File: config.mk
export PLATFORM = sky130hd
export DESIGN_NAME = ssd_scan_ctrl
export DESIGN_NICKNAME = d
export VERILOG_FILES = /design/src/rtl/ssd_pkg.sv /design/src/rtl/ssd_hex_decoder.sv /design/src/rtl/ssd_scan_ctrl.sv
export SDC_FILE = /design/constraint.sdc
export NUM_CORES = 1
export LEC_CHECK = 0
export CAP_MARGIN = 20
export CORE_MARGIN = 3
export CORE_UTILIZATION = 50
export CTS_BUF_LIST = sky130_fd_sc_hd__clkbuf_8
export DETAILED_ROUTE_END_ITERATION = 12
export PLACE_DENSITY = 0.71
export SLEW_MARGIN = 0
export SYNTH_ARGS = -nofsm -noshare
export SYNTH_HDL_FRONTEND = slang
export SYNTH_SLANG_ARGS = --single-unit
File: constraint.sdc
create_clock -name Clk -period 6.8 [get_ports Clk]
set_input_delay 1.36 -clock Clk [delete_from_list [all_inputs] [get_ports Clk]]
set_output_delay 1.36 -clock Clk [all_outputs]
set_load 0.01 [all_outputs]
File: src/rtl/ssd_pkg.sv
// Shared constants for the seven-segment scan controller: segment table, blank
// pattern and parameter defaults.
package ssd_pkg;

  typedef logic [6:0] seg_t;

  localparam int N_DIGITS_DEF      = 8;
  localparam int SCAN_DIV_DEF      = 14;
  localparam int DEAD_CYC_DEF      = 4;
  localparam int AN_ACTIVE_LOW_DEF = 1;

  // Segments are {a,b,c,d,e,f,g}, active-low.
  localparam seg_t SEG_BLANK = 7'h7F;

  localparam seg_t SEG_TABLE [16] = '{
    7'b0000001, 7'b1001111, 7'b0010010, 7'b0000110,
    7'b1001100, 7'b0100100, 7'b0100000, 7'b0001111,
    7'b0000000, 7'b0000100, 7'b0001000, 7'b1100000,
    7'b0110001, 7'b1000010, 7'b0110000, 7'b0111000
  };

  function automatic int idx_width(input int n);
    return (n > 1) ? $clog2(n) : 1;
  endfunction

endpackage

File: src/rtl/ssd_hex_decoder.sv
// Combinational hex nibble to active-low seven-segment pattern.
module ssd_hex_decoder
  import ssd_pkg::*;
(
  input  logic [3:0] hex,
  output seg_t       seg
);

  assign seg = SEG_TABLE[hex];

endmodule

File: src/rtl/ssd_scan_ctrl.sv
// Multiplexed seven-segment scan controller with frame-synchronous double buffering.
// Define SSD_LZB_EN to add leading-zero blanking on top of Blank_in.
module ssd_scan_ctrl
  import ssd_pkg::*;
#(
  parameter int N_DIGITS      = N_DIGITS_DEF,
  parameter int SCAN_DIV      = SCAN_DIV_DEF,
  parameter int DEAD_CYC      = DEAD_CYC_DEF,
  parameter int AN_ACTIVE_LOW = AN_ACTIVE_LOW_DEF
) (
  input  logic                  Clk,
  input  logic                  Reset_n,
  input  logic                  Load,
  input  logic [4*N_DIGITS-1:0] Digits_in,
  input  logic [N_DIGITS-1:0]   Dp_in,
  input  logic [N_DIGITS-1:0]   Blank_in,
  output logic                  Load_ack,
  output logic                  Frame_start,
  output logic [N_DIGITS-1:0]   An,
  output logic [6:0]            Seg,
  output logic                  Dp
);

  localparam int                  IDX_W    = idx_width(N_DIGITS);
  localparam logic [SCAN_DIV-1:0] PRE_MAX  = '1;
  localparam logic [SCAN_DIV-1:0] PRE_DEAD = SCAN_DIV'(DEAD_CYC);
  localparam logic [IDX_W-1:0]    IDX_LAST = IDX_W'(N_DIGITS - 1);
  localparam logic [N_DIGITS-1:0] AN_OFF   = {N_DIGITS{AN_ACTIVE_LOW != 0}};

  logic                  running;
  logic [SCAN_DIV-1:0]   prescaler;
  logic [IDX_W-1:0]      index;

  logic [4*N_DIGITS-1:0] shadow_digits, act_digits;
  logic [N_DIGITS-1:0]   shadow_dp, act_dp;
  logic [N_DIGITS-1:0]   shadow_blank, act_blank;
  logic                  pending;

  logic                  wrap, boundary;
  logic                  dead, lzb, show;
  logic [3:0]            cur_digit;
  seg_t                  seg_dec;
  logic [N_DIGITS-1:0]   an_next;

  assign wrap      = running && (prescaler == PRE_MAX);
  assign boundary  = wrap && (index == IDX_LAST);
  assign dead      = prescaler < PRE_DEAD;
  assign cur_digit = act_digits[{index, 2'b00} +: 4];

`ifdef SSD_LZB_EN
  // A digit is a leading zero when it and every digit above it are zero.
  assign lzb = (index != '0) && ((act_digits >> {index, 2'b00}) == '0);
`else
  assign lzb = 1'b0;
`endif

  assign show = !dead && !(act_blank[index] || lzb);

  ssd_hex_decoder u_dec (
    .hex (cur_digit),
    .seg (seg_dec)
  );

  // NOTE: every signal written in always_comb gets a default first so no latch is inferred.
  always_comb begin
    an_next = AN_OFF;
    if (show) an_next[index] = (AN_ACTIVE_LOW == 0);
  end

  // The first edge after reset arms the scan; that cycle is the start of frame 0.
  // NOTE: sequential state uses non-blocking assignments so all registers update together.
  always_ff @(posedge Clk or negedge Reset_n) begin
    if (!Reset_n) begin
      running     <= 1'b0;
      prescaler   <= '0;
      index       <= '0;
      Frame_start <= 1'b0;
    end else begin
      running     <= 1'b1;
      Frame_start <= !running || boundary;
      if (running) begin
        prescaler <= prescaler + 1'b1;
        if (wrap) index <= (index == IDX_LAST) ? '0 : index + 1'b1;
      end
    end
  end

  // Shadow is promoted only at the frame boundary, so a frame is never torn.
  // NOTE: the data registers are reset as well, so a reset discards any pending load.
  always_ff @(posedge Clk or negedge Reset_n) begin
    if (!Reset_n) begin
      shadow_digits <= '0;
      shadow_dp     <= '0;
      shadow_blank  <= '0;
      act_digits    <= '0;
      act_dp        <= '0;
      act_blank     <= '0;
      pending       <= 1'b0;
      Load_ack      <= 1'b0;
    end else begin
      if (boundary && pending) begin
        act_digits <= shadow_digits;
        act_dp     <= shadow_dp;
        act_blank  <= shadow_blank;
      end
      if (Load) begin
        shadow_digits <= Digits_in;
        shadow_dp     <= Dp_in;
        shadow_blank  <= Blank_in;
      end
      pending  <= Load || (pending && !boundary);
      Load_ack <= boundary && pending;
    end
  end

  always_ff @(posedge Clk or negedge Reset_n) begin
    if (!Reset_n) begin
      An  <= AN_OFF;
      Seg <= SEG_BLANK;
      Dp  <= 1'b1;
    end else begin
      An  <= an_next;
      Seg <= show ? seg_dec : SEG_BLANK;
      Dp  <= !(show && act_dp[index]);
    end
  end

endmodule

Word-level counts from Yosys, hierarchy flattened
Memories as Yosys holds them, arrays and structs flattened.
Index checks and enable logic that the tools add are counted.
{ "totals": {"output_inout_bits": 18, "mem_count": 1, "wordCells": 53, "reg_bits": 133, "mem_bits_ro": 112} }
{ "op_classes": {"add_sub_neg": 2, "n_reduce_logical": 15, "muxes": 11, "eq_ne": 2, "order_cmp": 4, "n_bitwise": 2, "shifts": 1} }
{ "memory_table": {"columns": ["name", "words", "width", "read_ports", "rd_ports_with_merged_regs", "write_ports", "line", "rtl"], "rows": [
  ["(no name shown)", 16, 7, 1, 0, 0, "ssd_hex_decoder.sv:9", "assign seg = SEG_TABLE[hex];"]
]} }
{ "op_table": {"columns": ["operator", "count"], "rows": [
  ["32-bit by 6-bit indexed part select with 4-bit output", 1],
  ["7-bit two-way mux", 3],
  ["14-bit by 1-bit adder with 14-bit output, second input constant", 1],
  ["14-bit equality test, second input constant", 1],
  ["14-bit by 3-bit less-than comparator with 1-bit output, second input constant", 1],
  ["8-bit two-way mux", 1],
  ["8-bit NOT", 1],
  ["1-bit logical AND", 7],
  ["1-bit binary-select mux with 3-bit select", 2],
  ["5-bit >= comparator, second input constant", 1],
  ["1-bit zero test", 5],
  ["4-bit NOT with 5-bit output", 1],
  ["3-bit by 4-bit less-than comparator with 1-bit output, second input constant", 1],
  ["3-bit by 1-bit adder with 3-bit output, second input constant", 1],
  ["1-bit demux with 3-bit select", 1],
  ["3-bit equality test, second input constant", 1],
  ["3-bit by 1-bit >= comparator with 1-bit output, second input constant", 1],
  ["1-bit two-way mux", 3],
  ["3-bit two-way mux", 1],
  ["1-bit logical OR", 2],
  ["2-bit AND reduction", 1]
]} }

Logic depth before layout (Yosys ltp)
Gate-level depths: netlist of run 1.
{ "logic_depth": {"ltp_word": 6, "mapped_depth": 10, "depth_no_buf": 8} }

By module
Synthesis of run 1 repeated with hierarchy kept, for this count alone.
{ "unflattened": {"hier_cells": 425, "area_unflattened_um2": 5774.3} }
{ "by_module_without_submodules": {"columns": ["mod", "instances", "area_per_inst_um2", "seq_area_each_um2", "cells_per_inst"], "rows": [
  ["ssd_scan_ctrl", 1, 5511.5, 3348.2, 394],
  ["ssd_hex_decoder", 1, 262.8, 0.0, 31]
]} }

Least setup slack after synthesis of run 1
No wires, ideal clock.
{ "synth_timing": {"path_type": "in2reg", "start": "input port Load", "end": "register shadow_blank[5]", "path_buffers": 2, "stages": 3, "setup_time_ns": 0.125, "required_time_ns": 6.675, "t_arrival_ns": 2.402, "path_slack_ns": 4.273, "path_cell_list": "buf_1 buf_1 mux2_2"} }
{ "synth_lines": {"columns": ["item", "line", "rtl"], "rows": [
  ["from (decl)", "ssd_scan_ctrl.sv:13", "input logic Load,"],
  ["to (signal assigned)", "ssd_scan_ctrl.sv:109", "shadow_blank <= Blank_in;"],
  ["to (decl)", "ssd_scan_ctrl.sv:36", "logic [N_DIGITS-1:0] shadow_blank, act_blank;"]
]} }
No word-level cell between the ends.

Final worst setup path of run 1
{ "layout_timing": {"start": "register An[3]", "end": "output port An[3]"} }
{ "layout_lines": {"columns": ["item", "line", "rtl"], "rows": [
  ["from (decl)", "ssd_scan_ctrl.sv:19", "output logic [N_DIGITS-1:0] An,"],
  ["from (signal assigned)", "ssd_scan_ctrl.sv:122", "An <= an_next;"]
]} }
No word-level cell between the ends.

==> qor.txt, run 1 <==
Initial Util - 0.517
Synth-to-layout area growth - 19.8%
EDFF count, synth - 0
Critical path type - reg2out
Gate Count Post-Synth - 388
Die height - 112 um
# DRC - 0
F_max - 0.351 GHz
Nets@finish - 520
Least-Margin Pin Slew - 0.936 ns
Placed instance count - 580
Syn Area/Cell - 14.6 um^2
Pleak - 0.00310 uW
# hold bufs at CTS - 0
Max-slew violation count - 0
R2r startpoint - index[0]
Post-DP HPWL - 6600 um
First-pass GRT wire length - 16,100 um
Die ar. - 12,600 um^2
Max IR drop VDD - 0.000164 V
Crit end category - primary output
WP data required - 5.44 ns
Worst-path clk slew - 0.07 ns
Clk_skew - 0.00857 ns
Async SR Flop Fraction - 1.00
Initial DRC Count - 113
Post-Route WL - 9570 um
Synth cell count leaders - dfrtp_1, mux2_2, nand2_1, dfstp_2, nand3_1
GRT Total Usage - 0.164
Mapped Nets - 448
Synth area leader - dfrtp_1
Worst Hold End - prescaler[12]
Vias in the first global route - 3,422
Ant diodes - 0
Met1 Use GR - 0.208
GPL Wtd Cong - 0.807
Final ANT Viol Nets - 0
Yosys top cell area share - 0.518
Port bufs - 68
Slowest-stage cell, CP - dfstp_2
Ordered cell list for the critical path - clkdlybuf4s50_1
Post-route insts no fill - 612
Vias - 3,284
Total power - 1670 uW
Core area - 10,900 um^2
Site Rows - 38
Netlist cell types - 41
Worst path max stage delay - 0.53 ns
Final Critical Period - 2.85 ns
Buffers & Inverters on Critical Path - 1
CTS tree - done
Register area share after synthesis - 0.592
Crit Path Max Fanout - 1
Initial antenna violation count - 0
Count leader, synth - dfrtp_1
Vias per Instance - 5.37
Hold path start - prescaler[12]
Worst-Skew Late Latency - 0.43 ns
Hold Worst Slack - 0.489 ns
Final hold violations - 0
CTS buffer count - 17
Largest net degree at the start of global routing - 81
Buffer count from post-CTS setup fixing - 0
Htree depth - 4
Met2 usage - 0.260
Top Ports - 69
Cells on worst reg2reg path - 7
RSZ-0062 raised after global routing - false
GRT Residual Overflow - 0
Mapped Area - 5650 um^2
Root buf cell - clkbuf_8
Largest cells by area after synthesis - dfrtp_1, mux2_2, dfstp_2, mux4_2, mux2_4
P per Cell Area - 247 nW/um^2
CP delay by family, top - flip-flops
Clock buffer depth - 2
GR peak layer - met2
Final period util - 0.419
Final Core Density - 0.619
DRT Pass-1 Iters - 4
Post-CTS Resized - 0
Die extent in x - 112 um
CTS sink cnt - 133
Slew headroom - 0.376
# setup viols final - 0
Layout cells sized above 1 - 0.339
Worst hold path type - reg2reg
Outcome - complete, no violations
Final setup TNS - 0 ns
Hold path depth - 1
MaxCap Viol Count - 0
WL per Instance - 15.6 um
Primary FF master, synth - dfrtp_1
Synth warnings - 0
Critical register-to-register path endpoint - Seg[3]
Grt met3 use - 0.0571
#FFs+latches synth - 133
Reg-to-reg slack, setup - 3.96 ns
Startpoint types - register
CP Data Arrival Time - 1.49 ns
==> cell families (layout without fill, tap and decap cells) <==
family | Yosys count | after routing | share of synthesized area
flip-flops | 133 | 133 | 0.592
multiplexers | 116 | 116 | 0.252
AND/OR/NAND/NOR | 68 | 68 | 0.0620
buffers and inverters | 27 | 111 | 0.0263
AO/OA/AOI/OAI | 21 | 21 | 0.0268
XOR/XNOR | 13 | 13 | 0.0201
adder cells (fa/ha/maj) | 9 | 9 | 0.0199
other | 1 | 1 | 0.000664
==> area by class of cell <==
type | count | area [um^2]
well taps | 140 | 175
multi-input cells | 228 | 2150
clock inverters | 9 | 38.8
clock buffers | 22 | 303
flip-flops and latches | 133 | 3350
repair buffers | 73 | 723
inverters | 7 | 26.3
fillers | 887 | 4170
==> layer usage <==
layer	share of wire	wire, um
met5	0	0
met1	0.44	4220
met2	0.49	4670
met4	0.015	142
met3	0.057	544
==> cells in the final DEF (no fill, tap or decap), types with 2 or more instances in the layout <==
| cell | instances |
|---|---|
| nor3_1 | 3 |
| clkbuf_8 | 22 |
| ha_1 | 9 |
| mux2i_1 | 8 |
| nand3_1 | 13 |
| a21o_1 | 2 |
| nand3b_1 | 2 |
| o21ai_0 | 5 |
| nor4_1 | 4 |
| dfrtp_1 | 117 |
| and3_1 | 5 |
| buf_4 | 5 |
| dfstp_2 | 16 |
| o211ai_1 | 3 |
| nand2_1 | 28 |
| inv_1 | 12 |
| clkdlybuf4s50_1 | 66 |
| a211oi_1 | 2 |
| xor2_1 | 3 |
| mux2_4 | 9 |
| mux4_2 | 8 |
| clkinv_2 | 4 |
| nor2_1 | 6 |
| o221ai_1 | 3 |
| mux2_2 | 90 |
| nand4_1 | 3 |
| xnor2_1 | 10 |
==> registers in the layout, indices dropped and copies added, names as in the netlist <==
signal / flops
act_digits: 32
shadow_digits: 32
prescaler: 14
An: 8
act_blank: 8
act_dp: 8
shadow_blank: 8
shadow_dp: 8
Seg: 7
index: 3
Dp: 1
Frame_start: 1
Load_ack: 1
pending: 1
running: 1
==> power breakdown <==
group,internal (uW),switching [uW]
sequential,873,47.3
clock,289,264
combinational,115,81.2
total,1280,393
==> worst max path at each step <==
stage,from,to,slack (ns),cells past startpoint
finish,An[3],An[3],3.95,1
global route,index[0],Seg[3],3.71,7
CTS,An[1],An[1],3.91,1
detailed placement,Reset_n,shadow_digits[9],3.95,2
global placement,Reset_n,shadow_digits[13],3.99,2
floorplan,Load,shadow_blank[5],4.27,3
==> stage by stage <==
stage / setup WS, ns / cell area (um^2)
after floorplan: 4.27 / 5650
after global placement: 3.99 / 6410
after detailed placement: 3.95 / 6410
after CTS: 3.91 / 6750
after global routing: 3.71 / 6770
final: 3.95 / 6770
Power figures use the tool's default switching activity.
==> run 2, diff against run 1 <==
--- a/config.mk
+++ b/config.mk
@@ -10,7 +10,7 @@
 export CORE_UTILIZATION = 50
 export CTS_BUF_LIST = sky130_fd_sc_hd__clkbuf_8
 export DETAILED_ROUTE_END_ITERATION = 12
-export PLACE_DENSITY = 0.71
+export PLACE_DENSITY = 0.74
 export SLEW_MARGIN = 0
 export SYNTH_ARGS = -nofsm -noshare
 export SYNTH_HDL_FRONTEND = slang
==> constraint.sdc (replaced) <==
create_clock -name Clk -period 2.5 [get_ports Clk]
set_input_delay 0.5 -clock Clk [delete_from_list [all_inputs] [get_ports Clk]]
set_output_delay 0.5 -clock Clk [all_outputs]
set_load 0.01 [all_outputs]
==> run 2 against run 1 <==
Compared with the run above:
- cell count is 1.5% higher
- critical endpoint is now Seg[3]
- global-route usage is 0.16 points higher
- hold slack worse by 0.42 ns
- combinational power grew to 2.8 times the previous value
- sequential share of layout area is 1.2 points lower
- total power grew to 2.9 times the previous value
- die area stayed put
- sequential cell count stayed put
- clock power grew to 3.4 times the previous value
- clock-buffer cell count is 2 lower
- first-iteration DRC count is 15% lower
==> qor.txt, run 2 (synthesis gave the netlist of run 1 again) <==
Outcome - complete, no violations (unchanged)
Final ANT Viol Nets - 0 (unchanged)
CTS tree - done (unchanged)
Worst setup path startpoint - index[0] (was An[3])
R2r startpoint - index[0] (unchanged)
Reg-to-reg slack, setup - 0.29 ns (was 3.96 ns)
Clock buffer depth - 2 (unchanged)
GRT Total Usage - 0.165 (was 0.164)
Final Critical Period - 2.21 ns
GR peak layer - met2 (unchanged)
Met1 Use GR - 0.227 (was 0.208)
Post-CTS Resized - 0 (unchanged)
# setup viols final - 0 (unchanged)
Site Rows - 38 (unchanged)
Initial Util - 0.517 (unchanged)
# hold bufs at CTS - 0 (unchanged)
Die height - 112 um (unchanged)
Die extent in x - 112 um (unchanged)
Most common cell after layout, fill and taps aside - dfrtp_1 (unchanged)
Crit end category - register (was primary output)
GPL Wtd Cong - 0.790 (was 0.807)
CP endpoint - Seg[3] (was An[3])
Root buf cell - clkbuf_8 (unchanged)
Critical register-to-register path endpoint - Seg[3] (unchanged)
Setup ws final - 0.294 ns (was 3.95 ns)
Port bufs - 68 (unchanged)
DRT Pass-1 Iters - 4 (unchanged)
Largest registers - act_digits (32), shadow_digits (32), prescaler (14) (unchanged)
Ordered cell list for the critical path - buf_4, mux4_2, mux2i_2, nand2_1, o211a_1, o21ai_0 (was clkdlybuf4s50_1)
Ant diodes - 0 (unchanged)
Synth-to-layout area growth - 22.8% (was 19.8%)
Core area - 10,900 um^2 (unchanged)
First-pass GRT wire length - 16,400 um (was 16,100 um)
Vias per Instance - 5.31 (was 5.37)
Critical path type - reg2reg (was reg2out)
Clk_skew - 0.0126 ns (was 0.00857 ns)
Multi-input gate area - 2150 um^2 (unchanged)
Startpoint types - register (unchanged)
Vias - 3,296 (was 3,284)
Max-slew violation count - 0 (unchanged)
MaxCap Viol Count - 0 (unchanged)
Initial antenna violation count - 0 (unchanged)
RSZ-0062 raised after global routing - false (unchanged)
Largest net degree at the start of global routing - 78 (was 81)
P per Cell Area - 707 nW/um^2 (was 247 nW/um^2)
Crit Path Max Fanout - 15 (was 1)
Pleak - 0.00315 uW (was 0.00310 uW)
Max IR drop VDD - 0.000531 V (was 0.000164 V)
Vias in the first global route - 3,485 (was 3,422)
Top Ports - 69 (unchanged)
Most frequent cells in the layout - dfrtp_1, mux2_2, clkdlybuf4s50_1, nand2_1, clkbuf_8 (unchanged)
Cells on worst reg2reg path - 6 (was 7)
Post-Route WL - 9500 um (was 9570 um)
Final period util - 0.882
Final hold violations - 0 (unchanged)
Final setup TNS - 0 ns (unchanged)
Initial DRC Count - 96 (was 113)
FF+latch area - 3350 um^2 (about the same)
Worst hold path type - in2async (was reg2reg)
Buffer count from post-CTS setup fixing - 0 (unchanged)
F_max - 0.453 GHz
WP data required - 2.83 ns (was 5.44 ns)
Die ar. - 12,600 um^2 (unchanged)
CTS buffer count - 17 (unchanged)
CTS sink cnt - 133 (unchanged)
Post-DP HPWL - 6810 um (was 6600 um)
Htree depth - 4 (unchanged)
Worst-Skew Late Latency - 0.43 ns (about the same)
Nets@finish - 528 (was 520)
Pre-CTS setup slack - 0.166 ns (was 3.95 ns)
GRT Residual Overflow - 0 (unchanged)
Layout cells sized above 1 - 0.362 (was 0.339)
# DRC - 0 (unchanged)
Worst-path clk slew - 0.07 ns (about the same)
Slowest-stage cell, CP - mux4_2 (was dfstp_2)
Grt met3 use - 0.0566 (was 0.0571)
Worst path max stage delay - 0.56 ns (was 0.53 ns)
CP Data Arrival Time - 2.54 ns (was 1.49 ns)
Met2 usage - 0.250 (was 0.260)
WL per Instance - 15.3 um (was 15.6 um)
Layout fillers - 853 (was 887)
-- run 2: worst min path at each step --
stage | cells after the start | start | endpoint
2_1_floorplan | 0 | Reset_n | Frame_start
3_3_place_gp | 1 | prescaler[10] | prescaler[10]
3_5_place_dp | 1 | prescaler[13] | prescaler[13]
4_1_cts | 2 | Reset_n | prescaler[3]
5_1_grt | 2 | Reset_n | prescaler[4]
6_report | 2 | Reset_n | prescaler[3]
-- run 2: metal layers --
layer  vias to the layer above  wire (um)
met1                      1646       4450
met5                         -          0
met2                        88       4320
li1                       1549          -
met3                        13        597
met4                         0        125
-- run 2: report_power, final --
part           switching, uW  internal (uW)  total (uW)
combinational            221            329         550
sequential               132           2370        2500
clock                    793           1060        1860
-- run 2: final cells by class --
type	instances	area share
Clock buffer	20	0.0396
Tap cell	140	0.0252
Sequential cell	133	0.483
Clock inverter	12	0.0220
Multi-Input combinational cell	228	0.310
Inverter	7	0.00378
Timing Repair Buffer	81	0.116
-- run 2: worst max-delay path: cells and delay by family, from the launching register on --
family                 cells  cell delay (ns)
multiplexers               2             0.94
flip-flops                 1             0.49
AO/OA/AOI/OAI              2             0.31
buffers and inverters      1             0.25
AND/OR/NAND/NOR            1             0.13
-- run 2: through the flow --
stage	hold WS, ns	cell area, um^2	power, uW	util	cells
after floorplan	0.204	5650	2780	-	388
after global placement	0.482	6510	3080	0.596	589
after detailed placement	0.486	6510	3110	0.596	589
after CTS	0.0576	6940	4980	0.635	621
after global routing	0.0649	6940	5140	0.635	621
final	0.0714	6940	4910	0.635	621
